[src/rtl/sync_fifo_param_if.sv]
// rtl/sync_fifo_param_if.sv - producer/consumer handshake bundle for sync_fifo_param
interface sync_fifo_param_if #(
   parameter int WIDTH = 8,
   parameter int DEPTH = 4
);
   localparam int CW = $clog2(DEPTH + 1);

   logic             push;
   logic [WIDTH-1:0] wdata;
   logic             full;
   logic             almost_full;
   logic             pop;
   logic [WIDTH-1:0] rdata;
   logic             empty;
   logic             almost_empty;
   logic [CW-1:0]    count;
   logic             overflow;
   logic             underflow;

   modport master (
      output push, wdata, pop,
      input  full, almost_full, rdata, empty, almost_empty, count, overflow, underflow
   );

   modport slave (
      input  push, wdata, pop,
      output full, almost_full, rdata, empty, almost_empty, count, overflow, underflow
   );
endinterface

[src/rtl/sync_fifo_param.sv]
// rtl/sync_fifo_param.sv - parametrised single-clock FWFT FIFO with thresholds and sticky error flags
module sync_fifo_param #(
   parameter int WIDTH         = 8,
   parameter int DEPTH         = 4,
   parameter int AFULL_THRESH  = 3,
   parameter int AEMPTY_THRESH = 1
) (
   input  logic             clk,
   input  logic             reset,
   sync_fifo_param_if.slave bus
);
   localparam int PW = $clog2(DEPTH);
   localparam int CW = $clog2(DEPTH + 1);

   logic [WIDTH-1:0] mem_q [DEPTH];
   logic [PW-1:0]    wptr_q, wptr_d;
   logic [PW-1:0]    rptr_q, rptr_d;
   logic [CW-1:0]    count_q, count_d;
   logic             overflow_q, overflow_d;
   logic             underflow_q, underflow_d;

   logic full, empty, pop_ok, push_ok;

   // Flags come only from the count register, so no push/pop reaches them combinationally.
   assign full    = (count_q == CW'(DEPTH));
   assign empty   = (count_q == '0);
   assign pop_ok  = bus.pop & ~empty;
   assign push_ok = bus.push & (~full | pop_ok);

   always_comb begin
      wptr_d      = wptr_q;
      rptr_d      = rptr_q;
      count_d     = count_q;
      overflow_d  = overflow_q;
      underflow_d = underflow_q;
      if (push_ok) wptr_d = wptr_q + PW'(1);
      if (pop_ok)  rptr_d = rptr_q + PW'(1);
      case ({push_ok, pop_ok})
         2'b10:   count_d = count_q + CW'(1);
         2'b01:   count_d = count_q - CW'(1);
         default: count_d = count_q;
      endcase
      if (bus.push && !push_ok) overflow_d  = 1'b1;
      if (bus.pop && empty)     underflow_d = 1'b1;
   end

   always_ff @(posedge clk) begin
      if (reset) begin
         wptr_q      <= '0;
         rptr_q      <= '0;
         count_q     <= '0;
         overflow_q  <= 1'b0;
         underflow_q <= 1'b0;
      end else begin
         wptr_q      <= wptr_d;
         rptr_q      <= rptr_d;
         count_q     <= count_d;
         overflow_q  <= overflow_d;
         underflow_q <= underflow_d;
      end
   end

   // Storage carries no reset; contents are meaningless while the FIFO is empty.
   always_ff @(posedge clk) begin
      if (push_ok && !reset) mem_q[wptr_q] <= bus.wdata;
   end

   assign bus.rdata        = mem_q[rptr_q];
   assign bus.full         = full;
   assign bus.empty        = empty;
   assign bus.almost_full  = (count_q >= CW'(AFULL_THRESH));
   assign bus.almost_empty = (count_q <= CW'(AEMPTY_THRESH));
   assign bus.count        = count_q;
   assign bus.overflow     = overflow_q;
   assign bus.underflow    = underflow_q;
endmodule

[src/flat_wrapper.sv]
// flat-port wrapper written by rule: the top's interface ports become plain ports
module sync_fifo_param_flat 
#(
   parameter int WIDTH         = 8,
   parameter int DEPTH         = 4,
   parameter int AFULL_THRESH  = 3,
   parameter int AEMPTY_THRESH = 1
)
  (clk, reset, bus_push, bus_wdata, bus_pop, bus_full, bus_almost_full, bus_rdata, bus_empty, bus_almost_empty, bus_count, bus_overflow, bus_underflow);
  sync_fifo_param_if #(.WIDTH(WIDTH), .DEPTH(DEPTH)) bus_i ();
  input  logic clk;
  input  logic reset;
  input wire logic [$bits(bus_i.push)-1:0] bus_push;
  input wire logic [$bits(bus_i.wdata)-1:0] bus_wdata;
  input wire logic [$bits(bus_i.pop)-1:0] bus_pop;
  output wire logic [$bits(bus_i.full)-1:0] bus_full;
  output wire logic [$bits(bus_i.almost_full)-1:0] bus_almost_full;
  output wire logic [$bits(bus_i.rdata)-1:0] bus_rdata;
  output wire logic [$bits(bus_i.empty)-1:0] bus_empty;
  output wire logic [$bits(bus_i.almost_empty)-1:0] bus_almost_empty;
  output wire logic [$bits(bus_i.count)-1:0] bus_count;
  output wire logic [$bits(bus_i.overflow)-1:0] bus_overflow;
  output wire logic [$bits(bus_i.underflow)-1:0] bus_underflow;
  assign bus_i.push = bus_push;
  assign bus_i.wdata = bus_wdata;
  assign bus_i.pop = bus_pop;
  assign bus_full = bus_i.full;
  assign bus_almost_full = bus_i.almost_full;
  assign bus_rdata = bus_i.rdata;
  assign bus_empty = bus_i.empty;
  assign bus_almost_empty = bus_i.almost_empty;
  assign bus_count = bus_i.count;
  assign bus_overflow = bus_i.overflow;
  assign bus_underflow = bus_i.underflow;
  sync_fifo_param #(.WIDTH(WIDTH), .DEPTH(DEPTH), .AFULL_THRESH(AFULL_THRESH), .AEMPTY_THRESH(AEMPTY_THRESH)) u_core (.clk(clk), .reset(reset), .bus(bus_i));
endmodule
[config.mk]
export PLATFORM = sky130hd
export DESIGN_NAME = sync_fifo_param_flat
export DESIGN_NICKNAME = d
export VERILOG_FILES = /design/src/rtl/sync_fifo_param_if.sv /design/src/rtl/sync_fifo_param.sv /design/src/flat_wrapper.sv
export SDC_FILE = /design/constraint.sdc
export NUM_CORES = 1
export LEC_CHECK = 0
export ABC_CLOCK_PERIOD_IN_PS = 3100
export CAP_MARGIN = 0
export CORE_MARGIN = 3
export CORE_UTILIZATION = 56
export DETAILED_ROUTE_END_ITERATION = 6
export GPL_TIMING_DRIVEN = 0
export PLACE_DENSITY = 0.85
export SLEW_MARGIN = 20
export SYNTH_ARGS = -nofsm -noshare
export SYNTH_HDL_FRONTEND = slang
export SYNTH_SLANG_ARGS = --single-unit
[constraint.sdc]
create_clock -name clk -period 3.1 [get_ports clk]
set_input_delay 0.465 -clock clk [delete_from_list [all_inputs] [get_ports clk]]
set_output_delay 0.465 -clock clk [all_outputs]
set_load 0.05 [all_outputs]
==> impl_metrics.json <==
{
  "p_leak_nw": 0.770,
  "cts_resized": 0,
  "endpoint_kind": "output port",
  "slew_headroom_pct": 51.1,
  "critPathKind": "register to output port",
  "fmaxAchievable_mhz": 370,
  "setup_violations": 0,
  "clockRootBuffer": "clkbuf_4",
  "fin_cells": 190,
  "grt.total_usage_pct": 17.8,
  "grt_pass1_wl_um": 5290,
  "ys_types": 28,
  "cts_tree": "yes",
  "grt_overflow": 0,
  "ys_seq_elements": 43,
  "finalWirelength_um": 3000,
  "path_max_fanout": 6,
  "synthesis.nets": 136,
  "fin_crit_ps": 2700,
  "period_share_pct": 87.2,
  "grt_pass1_vias": 1126,
  "cp_top_family": "buffers and inverters",
  "outcome": "finished, final reports clean",
  "rsz0062_at_grt": "no",
  "n_antenna_cell": 0,
  "r2r_cells": 6,
  "worst-path-buf-inv": 2,
  "hold_violations": 0,
  "slowest_stage": "clkdlybuf4s50_1",
  "maxCapViolations": 0,
  "initial_core_util_pct": 61.9,
  "postRouteAntennaNets": 0,
  "fill_cells": 196,
  "row_count": 19,
  "synth_edf_count": 32,
  "first_iter_violations": 54,
  "synth_seq_area_share_pct": 65.8,
  "clk_pin_slew_worst_paths_ps": 110,
  "die_h_um": 62.6,
  "finalInstanceArea_um2": 2180,
  "drive_gt1_share_pct": 15.5,
  "area_growth_pct": 21.7,
  "hpwl_um": 2170,
  "clock_sinks": 43,
  "min_from": "u_core.bus.underflow",
  "postCtsHoldBufs": 0,
  "hold_class": "register to register",
  "hold_depth": 2,
  "irDropWorstVdd_v": 0.000648,
  "core-area_um2": 2900,
  "rr_startpoint": "u_core.bus.count[0]",
  "crit_arrival_ps": 2240,
  "synth_warnings": 0,
  "grt_max_degree": 13,
  "mappedNetlistArea_um2": 1800,
  "syn_area_per_cell_um2": 15.7,
  "path_cells": "inv_1 > ha_1 > nor2b_2 > clkdlybuf4s50_1",
  "drc": 0,
  "clockBufferDepth": 2,
  "setup_tns_ps": 0,
  "grt_antenna_before_repair": 0,
  "whs_endpoint": "u_core.bus.underflow",
  "ys.flop_type": "edfxtp_1",
  "cp-start-kind": "register",
  "r2r_slack_ps": 980,
  "firstDrtPassIters": 4,
  "die_w_um": 62.6,
  "async_flop_share_pct": 0,
  "place_area_um2": 2140,
  "globalplace.congestion": 0.756,
  "tightest_slew_ps": 730,
  "cts_buffers": 5,
  "required_ps": 2630,
  "via_count": 1032,
  "nNetsFinal": 170,
  "h-tree-depth": 2,
  "path_depth": 4,
  "avgRoutedWirePerCell_um": 15.8,
  "insertion_delay_ps": 340,
  "slew_violations": 0,
  "r2r_end": "u_core.mem_q[0][7]",
  "final_util_pct": 75.3,
  "die-area_um2": 3920,
  "syn_inst": 114,
  "fin_skew_ps": 4.69,
  "postCtsSetupRepairBufs": 0,
  "via_per_inst": 5.43,
  "pwr_density_cell_nw_per_um2": 809,
  "io_buffers": 27,
  "slowest_delay_ps": 860,
  "place_inst": 183,
  "io_pins": 29
}
cells in the mapped netlist (all sizes together) (2+ instances only):
master / count / area [um^2]
o21ai: 2 / 10.0
a21oi: 5 / 25.0
edfxtp: 32 / 961
mux4: 8 / 180
buf: 2 / 8.75
mux2: 2 / 26.3
inv: 9 / 33.8
nor3b: 5 / 37.5
dfxtp: 11 / 220
nor2b: 2 / 15.0
ha: 10 / 125
xor2: 2 / 17.5
nor2: 11 / 41.3
clkbuf: 2 / 7.51
nand2b: 2 / 12.5
kinds of logic after synthesis:
group | count (synthesis) | synth area share [%]
xor+xnor | 2 | 0.976
flops | 43 | 65.8
simple gates | 23 | 6.90
compound gates | 12 | 4.53
fa+ha+maj | 10 | 6.97
mux | 11 | 12.1
buf+inv | 13 | 2.79
layout make-up:
| cell class | instances | area, um^2 | share of cell area [%] |
|---|---|---|---|
| Buffer | 4 | 16.3 | 0.745 |
| Sequential cell | 43 | 1180 | 54.1 |
| Multi-Input combinational cell | 58 | 584 | 26.7 |
| Timing Repair Buffer | 27 | 270 | 12.4 |
| Tap cell | 42 | 52.6 | 2.41 |
| Inverter | 9 | 33.8 | 1.55 |
| Clock buffer | 5 | 37.5 | 1.72 |
| Clock inverter | 2 | 8.76 | 0.401 |
placed cells by master (no fill, tap or decap), drive strengths merged:
master	instances
edfxtp	32
clkdlybuf4s50	27
nor2	11
dfxtp	11
ha	10
inv	9
mux4	8
clkbuf	7
a21oi	5
nor3b	5
o21ai	2
nand2b	2
xor2	2
nor2b	2
buf	2
mux2	2
clkinv	2
nand2	1
o21a	1
a41oi	1
a31oi	1
or2b	1
o32ai	1
mux2i	1
or3	1
a211oi	1
report_power, final:
part / switching [W] / total [W] / internal [W]
logic: 0.000518 / 0.000816 / 0.000298
clock network: 0.000164 / 0.000244 / 0.0000805
registers: 0.0000366 / 0.000707 / 0.000670
total: 0.000718 / 0.00177 / 0.00105
worst reg2reg max path, stage by stage, from the launching register on:
cell     delay [ps]
dfxtp_1         440
inv_1           130
ha_1            240
nand2_1         120
o21a_4          160
inv_2            70
nor3b_2         610
layer usage:
layer  vias up  track usage (%)  wire (um)
met5         -                0          0
met4         0             7.99         50
met3         7             5.76        169
met2        27             30.1       1590
met1       506             20.6       1190
li1        492                -          -
per-stage QoR:
step,hold WS [ps],worst slack [ps],total power (W)
after floorplan,482,643,0.00129
after global placement,460,408,0.00151
after detailed placement,460,774,0.00154
after CTS,499,372,0.00178
after global routing,533,279,0.00186
final,491,398,0.00177
registers in the layout, summed over array words and instances, names as in the netlist, named ones only:
register              cells
u_core.rptr_q             2
u_core.bus.overflow       1
u_core.bus.count          3
u_core.mem_q             32
u_core.wptr_q             2
u_core.bus.underflow      1
worst max-delay path by stage:
stage / from / to / slack (ps)
6_report: u_core.bus.count[1] / bus_empty / 400
5_1_grt: u_core.bus.count[1] / bus_empty / 280
4_1_cts: register / bus_rdata[5] / 370
3_5_place_dp: register / bus_rdata[5] / 770
3_3_place_gp: bus_pop / u_core.mem_q[0][0] / 410
2_1_floorplan: u_core.bus.count[0] / u_core.mem_q[2][1] / 640
No activity file was read; power rests on OpenSTA's default activity.
